--- config.mk ---
export PLATFORM = sky130hd
export DESIGN_NAME = cheri_err_monitor
export DESIGN_NICKNAME = d
export VERILOG_FILES = /design/src/rtl/cheri_err_mon_pkg.sv /design/src/rtl/cheri_err_mon_chan.sv /design/src/rtl/cheri_err_monitor.sv
export SDC_FILE = /design/constraint.sdc
export NUM_CORES = 1
export LEC_CHECK = 0
export CORE_UTILIZATION = 60
export CTS_BUF_LIST = sky130_fd_sc_hd__clkbuf_8
export DETAILED_ROUTE_END_ITERATION = 8
export PLACE_DENSITY = 0.77
export SLEW_MARGIN = 20
export SYNTH_ARGS = -nofsm -noshare
export SYNTH_HDL_FRONTEND = slang
export SYNTH_HIERARCHICAL = 1
export SYNTH_SLANG_ARGS = --single-unit
--- constraint.sdc ---
create_clock -name clk_i -period 2.4 [get_ports clk_i]
set_input_delay 0.36 -clock clk_i [delete_from_list [all_inputs] [get_ports clk_i]]
set_output_delay 0.36 -clock clk_i [all_outputs]
set_load 0.005 [all_outputs]
--- src/rtl/cheri_err_mon_pkg.sv ---
// Shared types and constants for the CHERI error monitor.
package cheri_err_mon_pkg;

  typedef enum logic [1:0] {
    IDLE   = 2'd0,
    ACTIVE = 2'd1,
    GAP    = 2'd2
  } chan_state_e;

  localparam int unsigned NumCheriErr = 9;

  localparam int unsigned ERR_BOUNDS                 = 0;
  localparam int unsigned ERR_TAG                    = 1;
  localparam int unsigned ERR_SEAL                   = 2;
  localparam int unsigned ERR_PERMIT_EXECUTE         = 3;
  localparam int unsigned ERR_PERMIT_LOAD            = 4;
  localparam int unsigned ERR_PERMIT_STORE           = 5;
  localparam int unsigned ERR_PERMIT_STORE_CAP       = 6;
  localparam int unsigned ERR_PERMIT_STORE_LOCAL_CAP = 7;
  localparam int unsigned ERR_PERMIT_ACC_SYS_REGS    = 8;

endpackage

--- src/rtl/cheri_err_mon_chan.sv ---
// One error channel: burst-collapsing FSM, gap timer, saturating counter and sticky flag.
module cheri_err_mon_chan
  import cheri_err_mon_pkg::*;
#(
  parameter int unsigned CountWidth = 16,
  parameter int unsigned GapCycles  = 16
) (
  input  logic                  clk_i,
  input  logic                  rst_ni,
  input  logic                  clear_i,
  input  logic                  err_i,
  output logic                  event_o,
  output logic                  errored_o,
  output logic                  new_err_o,
  output logic [CountWidth-1:0] cnt_o
);

  localparam logic [7:0] GapLoad = 8'(GapCycles - 1);

  chan_state_e           state_q;
  logic [7:0]            gap_q;
  logic [CountWidth-1:0] cnt_q;
  logic                  errored_q;
  logic                  new_err_q;

  function automatic logic [CountWidth-1:0] sat_inc(input logic [CountWidth-1:0] v);
    return (&v) ? v : v + CountWidth'(1);
  endfunction

  // Only a rising burst seen from IDLE is a new event; the clear cycle discards input.
  assign event_o = (state_q == IDLE) && err_i && !clear_i;

  always_ff @(posedge clk_i or negedge rst_ni) begin
    if (!rst_ni) begin
      state_q   <= IDLE;
      gap_q     <= '0;
      cnt_q     <= '0;
      errored_q <= 1'b0;
      new_err_q <= 1'b0;
    end else if (clear_i) begin
      state_q   <= IDLE;
      gap_q     <= '0;
      cnt_q     <= '0;
      errored_q <= 1'b0;
      new_err_q <= 1'b0;
    end else begin
      new_err_q <= 1'b0;
      unique case (state_q)
        IDLE: begin
          if (err_i) begin
            state_q   <= ACTIVE;
            cnt_q     <= sat_inc(cnt_q);
            errored_q <= 1'b1;
            new_err_q <= 1'b1;
          end
        end
        ACTIVE: begin
          if (!err_i) begin
            state_q <= GAP;
            gap_q   <= GapLoad;
          end
        end
        GAP: begin
          if (err_i) begin
            state_q <= ACTIVE;
          end else if (gap_q == 8'd0) begin
            state_q <= IDLE;
          end else begin
            gap_q <= gap_q - 8'd1;
          end
        end
        default: state_q <= IDLE;
      endcase
    end
  end

  assign errored_o = errored_q;
  assign new_err_o = new_err_q;
  assign cnt_o     = cnt_q;

endmodule

--- src/rtl/cheri_err_monitor.sv ---
// CHERI error monitor top: per-channel event counting, first-error capture and counter read mux.
// Define CHERI_ERR_MON_TIMESTAMP_EN to add the free-running time counter and first-error timestamp.
module cheri_err_monitor
  import cheri_err_mon_pkg::*;
#(
  parameter int unsigned ErrWidth   = NumCheriErr,
  parameter int unsigned CountWidth = 16,
  parameter int unsigned GapCycles  = 16,
  parameter int unsigned TimeWidth  = 32,
  localparam int unsigned IdxWidth  = $clog2(ErrWidth)
) (
  input  logic                  clk_i,
  input  logic                  rst_ni,
  input  logic                  clear_i,
  input  logic [ErrWidth-1:0]   err_i,
  output logic [ErrWidth-1:0]   errored_o,
  output logic [ErrWidth-1:0]   new_err_o,
  output logic                  any_err_o,
  output logic                  first_valid_o,
  output logic [IdxWidth-1:0]   first_idx_o,
  output logic [TimeWidth-1:0]  first_time_o,
  input  logic [IdxWidth-1:0]   cnt_idx_i,
  output logic [CountWidth-1:0] cnt_o
);

  logic [ErrWidth-1:0]   event_w;
  logic [CountWidth-1:0] cnt_w [ErrWidth];

  for (genvar g = 0; g < ErrWidth; g++) begin : g_chan
    cheri_err_mon_chan #(
      .CountWidth(CountWidth),
      .GapCycles (GapCycles)
    ) u_chan (
      .clk_i    (clk_i),
      .rst_ni   (rst_ni),
      .clear_i  (clear_i),
      .err_i    (err_i[g]),
      .event_o  (event_w[g]),
      .errored_o(errored_o[g]),
      .new_err_o(new_err_o[g]),
      .cnt_o    (cnt_w[g])
    );
  end

  assign any_err_o = |errored_o;

  function automatic logic [IdxWidth-1:0] lowest_idx(input logic [ErrWidth-1:0] v);
    logic [IdxWidth-1:0] r;
    logic                found;
    r     = '0;
    found = 1'b0;
    for (int unsigned i = 0; i < ErrWidth; i++) begin
      if (v[i] && !found) begin
        r     = IdxWidth'(i);
        found = 1'b1;
      end
    end
    return r;
  endfunction

  logic                first_valid_q;
  logic [IdxWidth-1:0] first_idx_q;
  logic                capture_d;

  assign capture_d = !first_valid_q && (|event_w);

  always_ff @(posedge clk_i or negedge rst_ni) begin
    if (!rst_ni) begin
      first_valid_q <= 1'b0;
      first_idx_q   <= '0;
    end else if (clear_i) begin
      first_valid_q <= 1'b0;
      first_idx_q   <= '0;
    end else if (capture_d) begin
      first_valid_q <= 1'b1;
      first_idx_q   <= lowest_idx(event_w);
    end
  end

  assign first_valid_o = first_valid_q;
  assign first_idx_o   = first_idx_q;

`ifdef CHERI_ERR_MON_TIMESTAMP_EN
  logic [TimeWidth-1:0] time_q;
  logic [TimeWidth-1:0] first_time_q;

  // The time counter ignores clear so timestamps stay comparable across clears.
  always_ff @(posedge clk_i or negedge rst_ni) begin
    if (!rst_ni) begin
      time_q       <= '0;
      first_time_q <= '0;
    end else begin
      time_q <= time_q + TimeWidth'(1);
      if (clear_i) begin
        first_time_q <= '0;
      end else if (capture_d) begin
        first_time_q <= time_q;
      end
    end
  end

  assign first_time_o = first_time_q;
`else
  assign first_time_o = '0;
`endif

  always_comb begin
    cnt_o = '0;
    for (int unsigned i = 0; i < ErrWidth; i++) begin
      if (cnt_idx_i == IdxWidth'(i)) begin
        cnt_o = cnt_w[i];
      end
    end
  end

endmodule
* After elaboration in Yosys (flattened, before gate mapping) *
Cells that the tools add are included.

operators by class
  shifts and indexed selects = 0
  add/sub/neg operators = 18
  mux-type cells = 234
  divide/modulo/power cells = 0
  reductions and logical operators = 131
  equal/unequal tests = 80
  magnitude comparators = 0
  multipliers = 0
  bitwise gates (word level) = 0

operators by type and width
  cell                     count
  $mux W16                 45
  $mux W8                  36
  $add A16 B1 Y16 const B  9
  $pmux W8 S2              9
  $reduce_and A16 Y1       9
  $ne A3 B3 Y1 const B     36
  $mux W2                  45
  $mux W1                  81
  $logic_not A8 Y1         9
  $sub A8 B1 Y8 const B    9
  $pmux W2 S3              9
  $reduce_and A3 Y1        18
  $reduce_bool A2 Y1       19
  $mux W4                  9
  $ne A4 B3 Y1 const B     9
  $reduce_and A4 Y1        9
  $logic_and A1 B1 Y1      27
  $reduce_bool A3 Y1       9
  $eq A2 B1 Y1 const B     9
  $eq A2 B2 Y1 const B     9
  $logic_not A2 Y1         9
  $ne A2 B2 Y1 const B     9
  $reduce_and A2 Y1        9
  $reduce_or A9 Y1         2
  other kinds (6)          19

storage, ports and cells
  RAM bits = 0
  bits in registers = 257
  memory bits (read-only) = 0
  logic and storage cells = 510
  memories kept = 0
  bits in latches = 0

* Longest topological paths before layout *
Gate-level depths: netlist of the first run.

  word-level depth = 47
  mapped depth = 7

* Modules after synthesis *
The synthesis of the first run kept the hierarchy.

modules (own cells, without submodules)
  module                                     instances  area each (sq um)  cells an instance  sequential area each (sq um)
  cheri_err_mon_chan (g_chan[0].u_chan ...)  7          1,746.7            170                700.7
  cheri_err_monitor                          1          2,013.2            280                125.1
  cheri_err_mon_chan (g_chan[3].u_chan)      1          1,679.1            165                700.7
  cheri_err_mon_chan (g_chan[8].u_chan)      1          1,626.6            166                700.7

* Least setup slack after synthesis of the first run *
OpenSTA, ideal clock, no wires.

  path kind = input port to flip-flop
  start point = in clear_i
  end point = reg first_idx_q[0], in the netlist first_idx_o[0]
  buffers on the path = 2
  data arrival time = 1.947 ns
  stages on the path = 7
  setup slack = 0.361 ns
  cells stage by stage = buf_2 clkbuf_1 nor2_1 or4_4 nor4_2 a21oi_1 o31ai_2

on the way
  elaborated cells on any way between the ends = 63
  classes of those cells = mux: 34; reduce/logical: 29

RTL lines
  item                   line                      source
  from (decl)            cheri_err_monitor.sv:14   input logic clear_i,
  $logic_not A1 Y1 *     cheri_err_mon_chan.sv:31  assign event_o = (state_q == IDLE) && err_i && !clear_i;
  $logic_and A1 B1 Y1 *  cheri_err_mon_chan.sv:31
  via event_w[1]         cheri_err_monitor.sv:26   logic [ErrWidth-1:0] event_w;
  $logic_and A1 B1 Y1    cheri_err_monitor.sv:53   if (v[i] && !found) begin
  $mux W1                cheri_err_monitor.sv:53
  $mux W1                cheri_err_monitor.sv:74   end else if (capture_d) begin
  $mux W1                cheri_err_monitor.sv:71   end else if (clear_i) begin
  $logic_not A1 Y1       cheri_err_monitor.sv:53
  [26 not listed]        --
  $mux W1                cheri_err_monitor.sv:53
  $mux W1                cheri_err_monitor.sv:74
  $mux W1                cheri_err_monitor.sv:71
  $logic_not A1 Y1       cheri_err_monitor.sv:53
  $logic_and A1 B1 Y1    cheri_err_monitor.sv:53
  $mux W4                cheri_err_monitor.sv:53
  $mux W4                cheri_err_monitor.sv:74
  $mux W4                cheri_err_monitor.sv:71
  to (signal assigned)   cheri_err_monitor.sv:76   first_idx_q <= lowest_idx(event_w);
  to (decl)              cheri_err_monitor.sv:62   logic [IdxWidth-1:0] first_idx_q;

Mark *: on every way through the listed nets, which the timed path passes. The rest lies on a longest branch. The select of a mux whose other input is x is not followed.
A chain may end at the register's enable or synchronous reset.

* Worst setup path in the final report of the first run *
  start point = in cnt_idx_i[0]
  end point = out cnt_o[7]

on the way
  word-level cells in the longest chain between the ends = 10
  elaborated cells on any way between the ends = 18
  classes of those cells = eq/ne: 8; mux: 9; reduce/logical: 1

RTL lines
  item                   line                      source
  from (decl)            cheri_err_monitor.sv:22   input logic [IdxWidth-1:0] cnt_idx_i,
  $logic_not A4 Y1       cheri_err_monitor.sv:110  if (cnt_idx_i == IdxWidth'(i)) begin
  $mux W16 (8 in a row)  cheri_err_monitor.sv:110
  $mux W16 *             cheri_err_monitor.sv:110
  to (decl)              cheri_err_monitor.sv:23   output logic [CountWidth-1:0] cnt_o

Every way passes the cells marked *; elsewhere a longest branch is shown, timed or not.

==> metrics list, run 1 <==
- The flow ran to the end, and the final reports show no timing, DRC or antenna violations.
- HP Class: input port to register
* Signed area change from the synthesized netlist to the final layout: 15.9%
- Worst path cell trace: buf_4 > buf_12 > buf_4 > mux2i_1 > o21ai_0 > nand3_1 > o211ai_1 > dlygate4sd2_1
- Quantity of I/O buffers inserted on ports: 55
- The internal portion of the total power is 7.89 mW.
- The worst hold path begins at clear_i.
- The congestion estimate from routability-driven global placement came to 0.963.
- The clock passes through at most 3 buffers.
- Summed over all layers, the global routing overflow is 0.
* Clk slew on worst S/H paths: 0.06 ns
- The largest single stage delay on the critical path is 0.30 ns.
* Power share of the combinational group: 0.153
- Final Cycle Share: 0.984
- Area contributors post-synth: sky130_fd_sc_hd__dfrtp_1, sky130_fd_sc_hd__mux2i_1, sky130_fd_sc_hd__a21oi_1
- Width of the chip: 173 um
- Before antenna repair, the detailed router went through 7 iterations.
- Clock latency on the worst-skew pair, taken at its later pin, is 0.55 ns.
- Counting cells, the worst reg-to-reg path comes to 5.
- Count of cell types in the netlist: 88
* Startpoint Class: input port
- Total number of clock tree sinks: 257
- End of the worst register-to-register path: g_chan[1].u_chan/cnt_o[12]
- Counting tap cells, the placed design contains a total of 2290 instances.
* Source of the worst register-to-register timing path: g_chan[1].u_chan/cnt_o[3]
- At the worst endpoint, the arrival time is 2.00 ns.
* Routed via count divided by cell count: 6.28
* Count of fill cells added during filler insertion: 2190
- The worst path in the final design needs a cycle of 2.36 ns, including I/O delays and setup.
- In the final layout, the share of cells above drive strength 1 is 0.246.
- Measured against its own limit, the worst slew margin works out to 0.621.
- For the pin with the worst max-slew slack, the measured transition is 0.564 ns.
- Part of the Yosys area used for sequential elements: 0.367
- Wires add up to 46.0 mm.
* Floorplan Core Area: 28700 sq um
- Synthesis handed over a netlist of 1801 instances.
- sky130_fd_sc_hd__dfrtp_1 takes more of the synthesized area than any other cell.
- Number of placement rows: 62
* Endpoint type of the worst setup path: primary output
- Die outline height: 173 um
- The number of global-route vias before repair came to 14700.
* Global-route wire length before repair: 75.4 mm
* Cell repeated most along the worst path: sky130_fd_sc_hd__buf_4
- CTS H-Tree Depth: 2
* Power per standard cell area: 538 nW/um^2
- Across the run, the number of max-cap violations was 0.
- Across all hold checks on the routed design, the worst slack comes to 0.165 ns.
* Detailed placer's ending HPWL: 32.8 mm
- Die area: 29900 sq um
* Hold path cells: 2
* DR iter-0 viols: 1264
* Area share of xor/xnor cells in the synthesized design: 0.000499
* NumNets Final: 2020
- Of the total synthesized cell area, the portion taken by AND, OR, NAND and NOR gates is 0.263.
- In this run, synthesis produced a sequential element count of 257.
- The synthesized design contains 0 enable-type register cells.
- Combinational family with the most area after synthesis: simple AND/OR/NAND/NOR gates
* Top-Level Pins: 88
- Arithmetic-cell share of the synthesized area counting full adders, half adders and majority gates: 0.0193
- Hold EP: g_chan[8].u_chan/cnt_o[4]
* Fmax: 0.423 GHz
- IR analysis of the VDD net gives a maximum drop of 0.000476 V.
* Switching share of total power: 0.279
- The synthesized-area fraction occupied by ao, oa, aoi and oai cells is 0.191.
- In the routed design, unresolved DRC markers number 0.
* Final setup skew: 0.0119 ns
- Total via count in the routed design: 15000
- Initial antenna violation count: 2
* Overall global routing resource usage: 0.307
* Worst EP required: 2.04 ns
* Worst-case register-to-register setup slack: 0.29 ns
* Sequential power share: 0.437
- The critical path in this run is classified as input port to primary output.
- The synthesized netlist occupies a cell area of 17500 sq um.
- Buffers inserted during clock tree synthesis total 48.
- TNS Setup: 0 ns
- TritonCTS built the clock tree.
* Number of pins exceeding their max-slew limit in the final report: 0
* Net load switching power: 3.05 mW
- Measured against the total synthesized area, the mux share comes to 0.101.
* Leakage power of the design: 8.62 nW
* Final cell utilization of the core: 0.709
- Excluding fillers, the count of instances in the completed layout stands at 2395.
- Mapped Avg Cell Area: 9.74 sq um
- Prevailing post-synth register cell: sky130_fd_sc_hd__dfrtp_1
- For this design, the slowest cell found on the critical path is sky130_fd_sc_hd__dlygate4sd2_1.
- Final-report setup violation count: 0
- Of the post-synthesis cell area, the dominant cell type holds 0.367.
* Clock group share of total power: 0.410
- In the final routed layout, each cell accounts on average for 19.2 um.
- Total number of yosys warnings: 6
* Initial standard-cell utilization of the core: 0.611
* Largest net degree at the start of global routing: 65
* Antenna Violating Nets Remaining: 0
- The number of failing hold endpoints at the final stage came to 0.
- Clock root cell: sky130_fd_sc_hd__clkbuf_8
* Share of flip-flops with an asynchronous set or reset: 1.00
- In this run the worst path has a maximum fanout of 29.
## synth_stat cells, types with 19 or more instances
| master | number |
|---|---|
| sky130_fd_sc_hd__dfrtp_1 | 257 |
| sky130_fd_sc_hd__nor2_1 | 145 |
| sky130_fd_sc_hd__a21oi_1 | 118 |
| sky130_fd_sc_hd__nand2_1 | 111 |
| sky130_fd_sc_hd__nand3_1 | 97 |
| sky130_fd_sc_hd__mux2i_1 | 87 |
| sky130_fd_sc_hd__inv_1 | 68 |
| sky130_fd_sc_hd__nor2b_1 | 54 |
| sky130_fd_sc_hd__buf_4 | 48 |
| sky130_fd_sc_hd__o31ai_1 | 39 |
| sky130_fd_sc_hd__or4_1 | 38 |
| sky130_fd_sc_hd__nor3_1 | 33 |
| sky130_fd_sc_hd__clkbuf_1 | 32 |
| sky130_fd_sc_hd__or3_1 | 32 |
| sky130_fd_sc_hd__nor4_2 | 31 |
| sky130_fd_sc_hd__nor3b_1 | 29 |
| sky130_fd_sc_hd__mux2_2 | 28 |
| sky130_fd_sc_hd__mux2_4 | 28 |
| sky130_fd_sc_hd__ha_1 | 27 |
| sky130_fd_sc_hd__o211ai_1 | 26 |
| sky130_fd_sc_hd__o21ai_0 | 25 |
| sky130_fd_sc_hd__nor4_1 | 24 |
| sky130_fd_sc_hd__a211oi_1 | 21 |
| sky130_fd_sc_hd__buf_6 | 19 |
## cell families (layout without fill, tap and decap cells)
family / Yosys count / count (layout)
AOI/OAI and AO/OA: 424 / 424
buffers and inverters: 184 / 361
adders and majority gates: 27 / 27
xor gates and xnor gates: 1 / 1
muxes: 157 / 157
other: 1 / 34
DFF: 257 / 257
and+or+nand+nor: 750 / 750
## critical path, delay by kind of cell
kind / cells / cell delay (ns)
buffers and inverters: 4 / 0.94
AOI/OAI and AO/OA: 2 / 0.28
muxes: 1 / 0.29
and+or+nand+nor: 1 / 0.12
## final cells by class
cell class,count,area (sq um),share of cell area
multi-input combinational,1391,10300,0.505
sequential,257,6470,0.318
timing repair buffer,211,1850,0.0908
clock buffer,65,895,0.0440
tap,384,480,0.0236
inverter,68,255,0.0125
clock inverter,17,124,0.00609
antenna,2,5.00,0.000246
## worst max-delay path by stage
| stage | start | end | slack [ns] | cells after the start |
|---|---|---|---|---|
| 5_1_grt | g_chan[1].u_chan/cnt_o[3] | cnt_o[3] | -0.03 | 7 |
| 3_3_place_gp | cnt_idx_i[1] | cnt_o[13] | -0.39 | 6 |
| 3_5_place_dp | cnt_idx_i[1] | cnt_o[13] | -0.37 | 6 |
| 6_report | cnt_idx_i[0] | cnt_o[7] | 0.04 | 8 |
| 2_1_floorplan | clear_i | first_idx_o[0] | 0.36 | 7 |
| 4_1_cts | g_chan[0].u_chan/cnt_o[13] | cnt_o[13] | -0.18 | 5 |
## cells in the final DEF, fill, tap and decap left out, types with 11 or more instances in the layout
| master | count |
|---|---|
| sky130_fd_sc_hd__conb_1 | 32 |
| sky130_fd_sc_hd__mux2_1 | 14 |
| sky130_fd_sc_hd__nor4_2 | 32 |
| sky130_fd_sc_hd__clkdlybuf4s50_1 | 32 |
| sky130_fd_sc_hd__mux2_4 | 28 |
| sky130_fd_sc_hd__or2_2 | 13 |
| sky130_fd_sc_hd__or4_1 | 38 |
| sky130_fd_sc_hd__inv_1 | 79 |
| sky130_fd_sc_hd__nand3_1 | 97 |
| sky130_fd_sc_hd__nand2b_1 | 14 |
| sky130_fd_sc_hd__nand2_1 | 111 |
| sky130_fd_sc_hd__o21a_1 | 16 |
| sky130_fd_sc_hd__ha_1 | 27 |
| sky130_fd_sc_hd__dfrtp_1 | 227 |
| sky130_fd_sc_hd__nor4_1 | 23 |
| sky130_fd_sc_hd__o211ai_1 | 26 |
| sky130_fd_sc_hd__o21ai_0 | 22 |
| sky130_fd_sc_hd__and4_1 | 17 |
| sky130_fd_sc_hd__o31ai_1 | 39 |
| sky130_fd_sc_hd__a211oi_1 | 21 |
| sky130_fd_sc_hd__dfrtp_2 | 30 |
| sky130_fd_sc_hd__mux2i_1 | 79 |
| sky130_fd_sc_hd__nor2_1 | 145 |
| sky130_fd_sc_hd__o41ai_1 | 11 |
| sky130_fd_sc_hd__a21oi_1 | 118 |
| sky130_fd_sc_hd__mux2_2 | 28 |
| sky130_fd_sc_hd__nor3b_1 | 29 |
| sky130_fd_sc_hd__nor2b_1 | 54 |
| sky130_fd_sc_hd__dlygate4sd2_1 | 18 |
| sky130_fd_sc_hd__nor3_1 | 33 |
| sky130_fd_sc_hd__or3_1 | 32 |
| sky130_fd_sc_hd__a31oi_1 | 11 |
| sky130_fd_sc_hd__o221a_2 | 16 |
| sky130_fd_sc_hd__buf_4 | 143 |
| sky130_fd_sc_hd__clkbuf_8 | 65 |
| sky130_fd_sc_hd__and3_1 | 18 |
## metal layers
layer  global-route usage  vias to the layer above  wire, um
met1                0.408                     7397     19700
li1                     -                     7080         -
met5                    0                        -         0
met2                0.498                      470     21900
met3               0.0510                       93      2770
met4                0.130                        0      1650
## state kept, by name, indices dropped and copies added, names as in the netlist
signal	count
g_chan.u_chan/new_err_o	9
g_chan.u_chan/state_q	18
first_idx_o	4
g_chan.u_chan/gap_q	72
g_chan.u_chan/cnt_o	144
first_valid_o	1
g_chan.u_chan/errored_o	9
## power by group through the flow
stage	Combinational (mW)	Clock, mW	Sequential, mW
2_1_floorplan	1.14	0	4.79
3_3_place_gp	1.61	0	4.84
3_5_place_dp	1.65	0	4.85
4_1_cts	1.66	4.58	4.78
5_1_grt	1.84	4.76	4.81
6_report	1.67	4.49	4.78
## through the flow
stage	area [sq um]	worst slack, ns	power (mW)
after global placement	19100	-0.385	6.44
after detailed placement	19100	-0.374	6.50
after global routing	20300	-0.0328	11.4
final	20300	0.0380	10.9
after floorplan	17700	0.361	5.93
after CTS	20200	-0.181	11.0
## what timing repair did
action,4_1_cts,5_1_grt
setup endpoints to repair,17,7
pin swaps,4,5
hold endpoints to repair,54,0
gates resized for setup,51,20
setup buffers,11,9
hold buffers,1,0
(Power assumes the default switching activity.)
==> run 2: changes to the inputs <==
--- a/config.mk
+++ b/config.mk
@@ -5,10 +5,12 @@
 export SDC_FILE = /design/constraint.sdc
 export NUM_CORES = 1
 export LEC_CHECK = 0
-export CORE_UTILIZATION = 60
+export CORE_UTILIZATION = 55
 export CTS_BUF_LIST = sky130_fd_sc_hd__clkbuf_8
 export DETAILED_ROUTE_END_ITERATION = 8
-export PLACE_DENSITY = 0.77
+export GPL_TIMING_DRIVEN = 0
+export MAX_ROUTING_LAYER = met4
+export PLACE_DENSITY = 0.71
 export SLEW_MARGIN = 20
 export SYNTH_ARGS = -nofsm -noshare
 export SYNTH_HDL_FRONTEND = slang
==> run 2 against run 1 <==
The run now ends with negative setup slack left. Critical path depth stayed put. Global-route usage is 1.3 points lower. Clock power is 6.9% lower. Combinational power is 2% higher. Wire length is 0.52% higher.
==> metrics list, run 2 (same netlist as run 1, synthesis figures left out) <==
- Worst path cell trace: clkdlybuf4s15_2 > buf_12 > buf_12 > mux2i_2 > a21oi_1 > nand3_1 > o211ai_1 > dlygate4sd2_1 (was buf_4 > buf_12 > buf_4 > mux2i_1 > o21ai_0 > nand3_1 > o211ai_1 > dlygate4sd2_1)
- The number of ports placed on the die boundary came to 88 (unchanged).
* Area of the multi-input gates: 10500 sq um (was 10300 sq um)
- Violated checks: negative setup slack
- Most common library cell in the layout ignoring fill and taps: sky130_fd_sc_hd__dfrtp_1 (unchanged)
- Antenna Violating Nets Remaining: 0 (unchanged)
- Diode count: 0 (was 2)
* CTS H-Tree Depth: 2 (unchanged)
* Final Cell Area: 20300 sq um (about the same)
- The clock edge transition at the registers on the reported setup and hold paths came to 0.05 ns (was 0.06 ns).
* Non-Filler Instances: 2390 (was 2395)
* Power per standard cell area: 525 nW/um^2 (was 538 nW/um^2)
* Signed area change from the synthesized netlist to the final layout: 15.8% (was 15.9%)
- The fraction of layout cells with a size suffix above 1 is 0.253 (was 0.246).
* Width of the chip: 181 um (was 173 um)
* Die area: 32600 sq um (was 29900 sq um)
* Largest register FFs: 144 (unchanged)
- Endpoint type of the worst setup path: primary output (unchanged)
- The sum of routed wire length over all layers was 46.2 mm (was 46.0 mm).
* CP arrival: 2.04 ns (was 2.00 ns)
* Slowest CP cell: sky130_fd_sc_hd__mux2i_2 (was sky130_fd_sc_hd__dlygate4sd2_1)
- The pin count of the biggest net entering global routing is 95 (was 65).
* Die outline height: 181 um (was 173 um)
- Residual DRC: 0 (unchanged)
- The pin slew with the least headroom to its limit came to 0.660 ns (was 0.564 ns).
- The final worst-path setup slack is -0.00127 ns (was 0.0380 ns).
- The peak supply drop is 0.000534 V (was 0.000476 V).
- The total number of vias is 14900 (was 15000).
- Number of maximum-capacitance constraint violations: 0 (unchanged)
- The worst slew slack as a fraction of its limit was 0.560 (was 0.621).
* Routed via count divided by cell count: 6.23 (was 6.28)
- The initial detailed-routing violation count is 1108 (was 1264).
- The number of buffers inserted during clock tree synthesis is 48 (unchanged).
- Number of placement rows: 65 (was 62)
* Final hold violation count: 0 (unchanged)
* Final global-route overflow total: 0 (unchanged)
- Post-Route Hold Slack: 0.190 ns (was 0.165 ns)
- The sequential cell area in the final layout came to 6490 sq um (was 6470 sq um).
- Clock root cell: sky130_fd_sc_hd__clkbuf_8 (unchanged)
- The total setup violations reported at the end of the flow is 1 (was 0).
- Detailed placer's ending HPWL: 32.9 mm (was 32.8 mm)
- Source-to-sink clock delay at the later pin of the worst-skew pair: 0.58 ns (was 0.55 ns)
- The share of the clock period used by the worst path after layout was 1.00 (was 0.984).
- The depth of the worst hold-timing path is 2 (unchanged).
- Overall global routing resource usage: 0.294 (was 0.307)
- Overall power of the completed layout: 10.7 mW (was 10.9 mW)
* Post-layout min period: 2.40 ns (was 2.36 ns)
- WL per Instance: 19.3 um (was 19.2 um)
- The type of the worst setup path is input port to primary output (unchanged).
- Count of fill cells added during filler insertion: 2570 (was 2190)
* Total placed instance area: 18800 sq um (was 19100 sq um)
* Setup repair after global routing missed its margin: no
- Cell repeated most along the worst path: sky130_fd_sc_hd__buf_12 (was sky130_fd_sc_hd__buf_4)
- The routability congestion estimate came to 0.928 (was 0.963).
- The global-route wire length before repair was 75.7 mm (was 75.4 mm).
* Worst setup slack after placement: -1.61 ns (was -0.374 ns)
- Top library cells by usage in the layout, fill and taps aside: sky130_fd_sc_hd__dfrtp_1, sky130_fd_sc_hd__nor2_1, sky130_fd_sc_hd__nand2_1 (was sky130_fd_sc_hd__dfrtp_1, sky130_fd_sc_hd__nor2_1, sky130_fd_sc_hd__buf_4)
- The number of global-route vias before repair was 14300 (was 14700).
- The path class of the lowest-slack min-delay path is input port to register (unchanged).
- The origin of the worst setup path was cnt_idx_i[0] (unchanged).
* Quantity of I/O buffers inserted on ports: 53 (was 55)
- Worst EP required: 2.04 ns (about the same)
* Maximum buffer depth of the clock tree: 3 (unchanged)
* Result of the run: finished with violations (was completed)
- The max-slew violation count is 0 (unchanged).
* Critical Path Max Stage Delay: 0.32 ns (was 0.30 ns)
- The fmax is 0.416 GHz (was 0.423 GHz).
- Initial antenna violation count: 0 (was 2)
- The maximum fanout count along the critical path is 10 (was 29).
- Clock tree from TritonCTS: yes (unchanged)
* Hold path startpoint: clear_i (unchanged)
- The static leakage power is 8.37 nW (was 8.62 nW).
- The number of optimization iterations in the first detailed-route pass came to 7 (unchanged).
- The number of cells after detailed placement came to 2289 (was 2290).
* Reg2reg path depth: 7 (was 5)
- Total number of clock tree sinks: 257 (unchanged)
- The startpoint type of the worst setup path is an input port (unchanged).
- Final cell utilization of the core: 0.646 (was 0.709)
- Source of the worst register-to-register timing path: g_chan[7].u_chan/state_q[1] (was g_chan[1].u_chan/cnt_o[3])
- NumNets Final: 2000 (was 2020)
- The clock skew came to 0.0233 ns (was 0.0119 ns).
* Initial standard-cell utilization of the core: 0.557 (was 0.611)
* Floorplan Core Area: 31500 sq um (was 28700 sq um)
* TNS Setup: -0.00127 ns (was 0 ns)
==> run 2: changes by cell type in the layout (fill, tap and decap cells not counted), moves of 14 or more <==
cell / change
sky130_fd_sc_hd__buf_2: +14
sky130_fd_sc_hd__buf_4: -78
sky130_fd_sc_hd__buf_6: +20
sky130_fd_sc_hd__clkbuf_1: +25
sky130_fd_sc_hd__dfrtp_1: -19
sky130_fd_sc_hd__dfrtp_2: +19
sky130_fd_sc_hd__mux2i_1: -16
sky130_fd_sc_hd__mux2i_4: +14
==> run 2: cell type report <==
| cell class | count | share of cell area |
|---|---|---|
| flip-flops and latches | 257 | 0.319 |
| repair buffers | 79 | 0.0376 |
| clock inverters | 21 | 0.00542 |
| multi-input cells | 1391 | 0.518 |
| clock buffers | 60 | 0.0406 |
| plain buffers | 112 | 0.0413 |
| well taps | 402 | 0.0247 |
| inverters | 68 | 0.0126 |
==> run 2: metal layers <==
metal	global-route usage	wire (um)	vias up
met4	0.0940	1380	0
li1	-	-	7057
met3	0.0360	2560	99
met5	-	0	-
met2	0.466	21800	476
met1	0.394	20500	7267
==> run 2: report_power, final <==
group          leakage [nW]  internal (mW)  switching (mW)
Combinational          4.43          0.767           0.939
Sequential             3.40           4.52           0.266
Clock                 0.546           2.33            1.85
Total                  8.37           7.62            3.06
==> run 2: worst max-delay path: cells and delay by family <==
| family | cells | cell delay [ns] |
|---|---|---|
| buffers and inverters | 4 | 0.93 |
| muxes | 1 | 0.32 |
| AOI/OAI and AO/OA | 2 | 0.30 |
| and+or+nand+nor | 1 | 0.13 |
==> run 2: repair_timing <==
action | in CTS | in global routing
setup buffers | 14 | 9
gates resized for setup | 125 | 50
setup endpoints to repair | 151 | 17
hold endpoints to repair | 81 | 0
pin swaps | 16 | 9
hold buffers | 1 | 0
cloned | 0 | 0
==> run 2: worst paths after layout <==
kind / slack, ns / to
max in group asynchronous: 1.08 / g_chan[4].u_chan/cnt_o[8]
worst max register to register: 0.17 / first_idx_o[0]
worst max-delay path: -0.001 / cnt_o[15]
min in group asynchronous: 0.40 / g_chan[3].u_chan/cnt_o[14]
worst min-delay path: 0.19 / first_idx_o[2]
worst min register to register: 0.51 / g_chan[8].u_chan/gap_q[6]
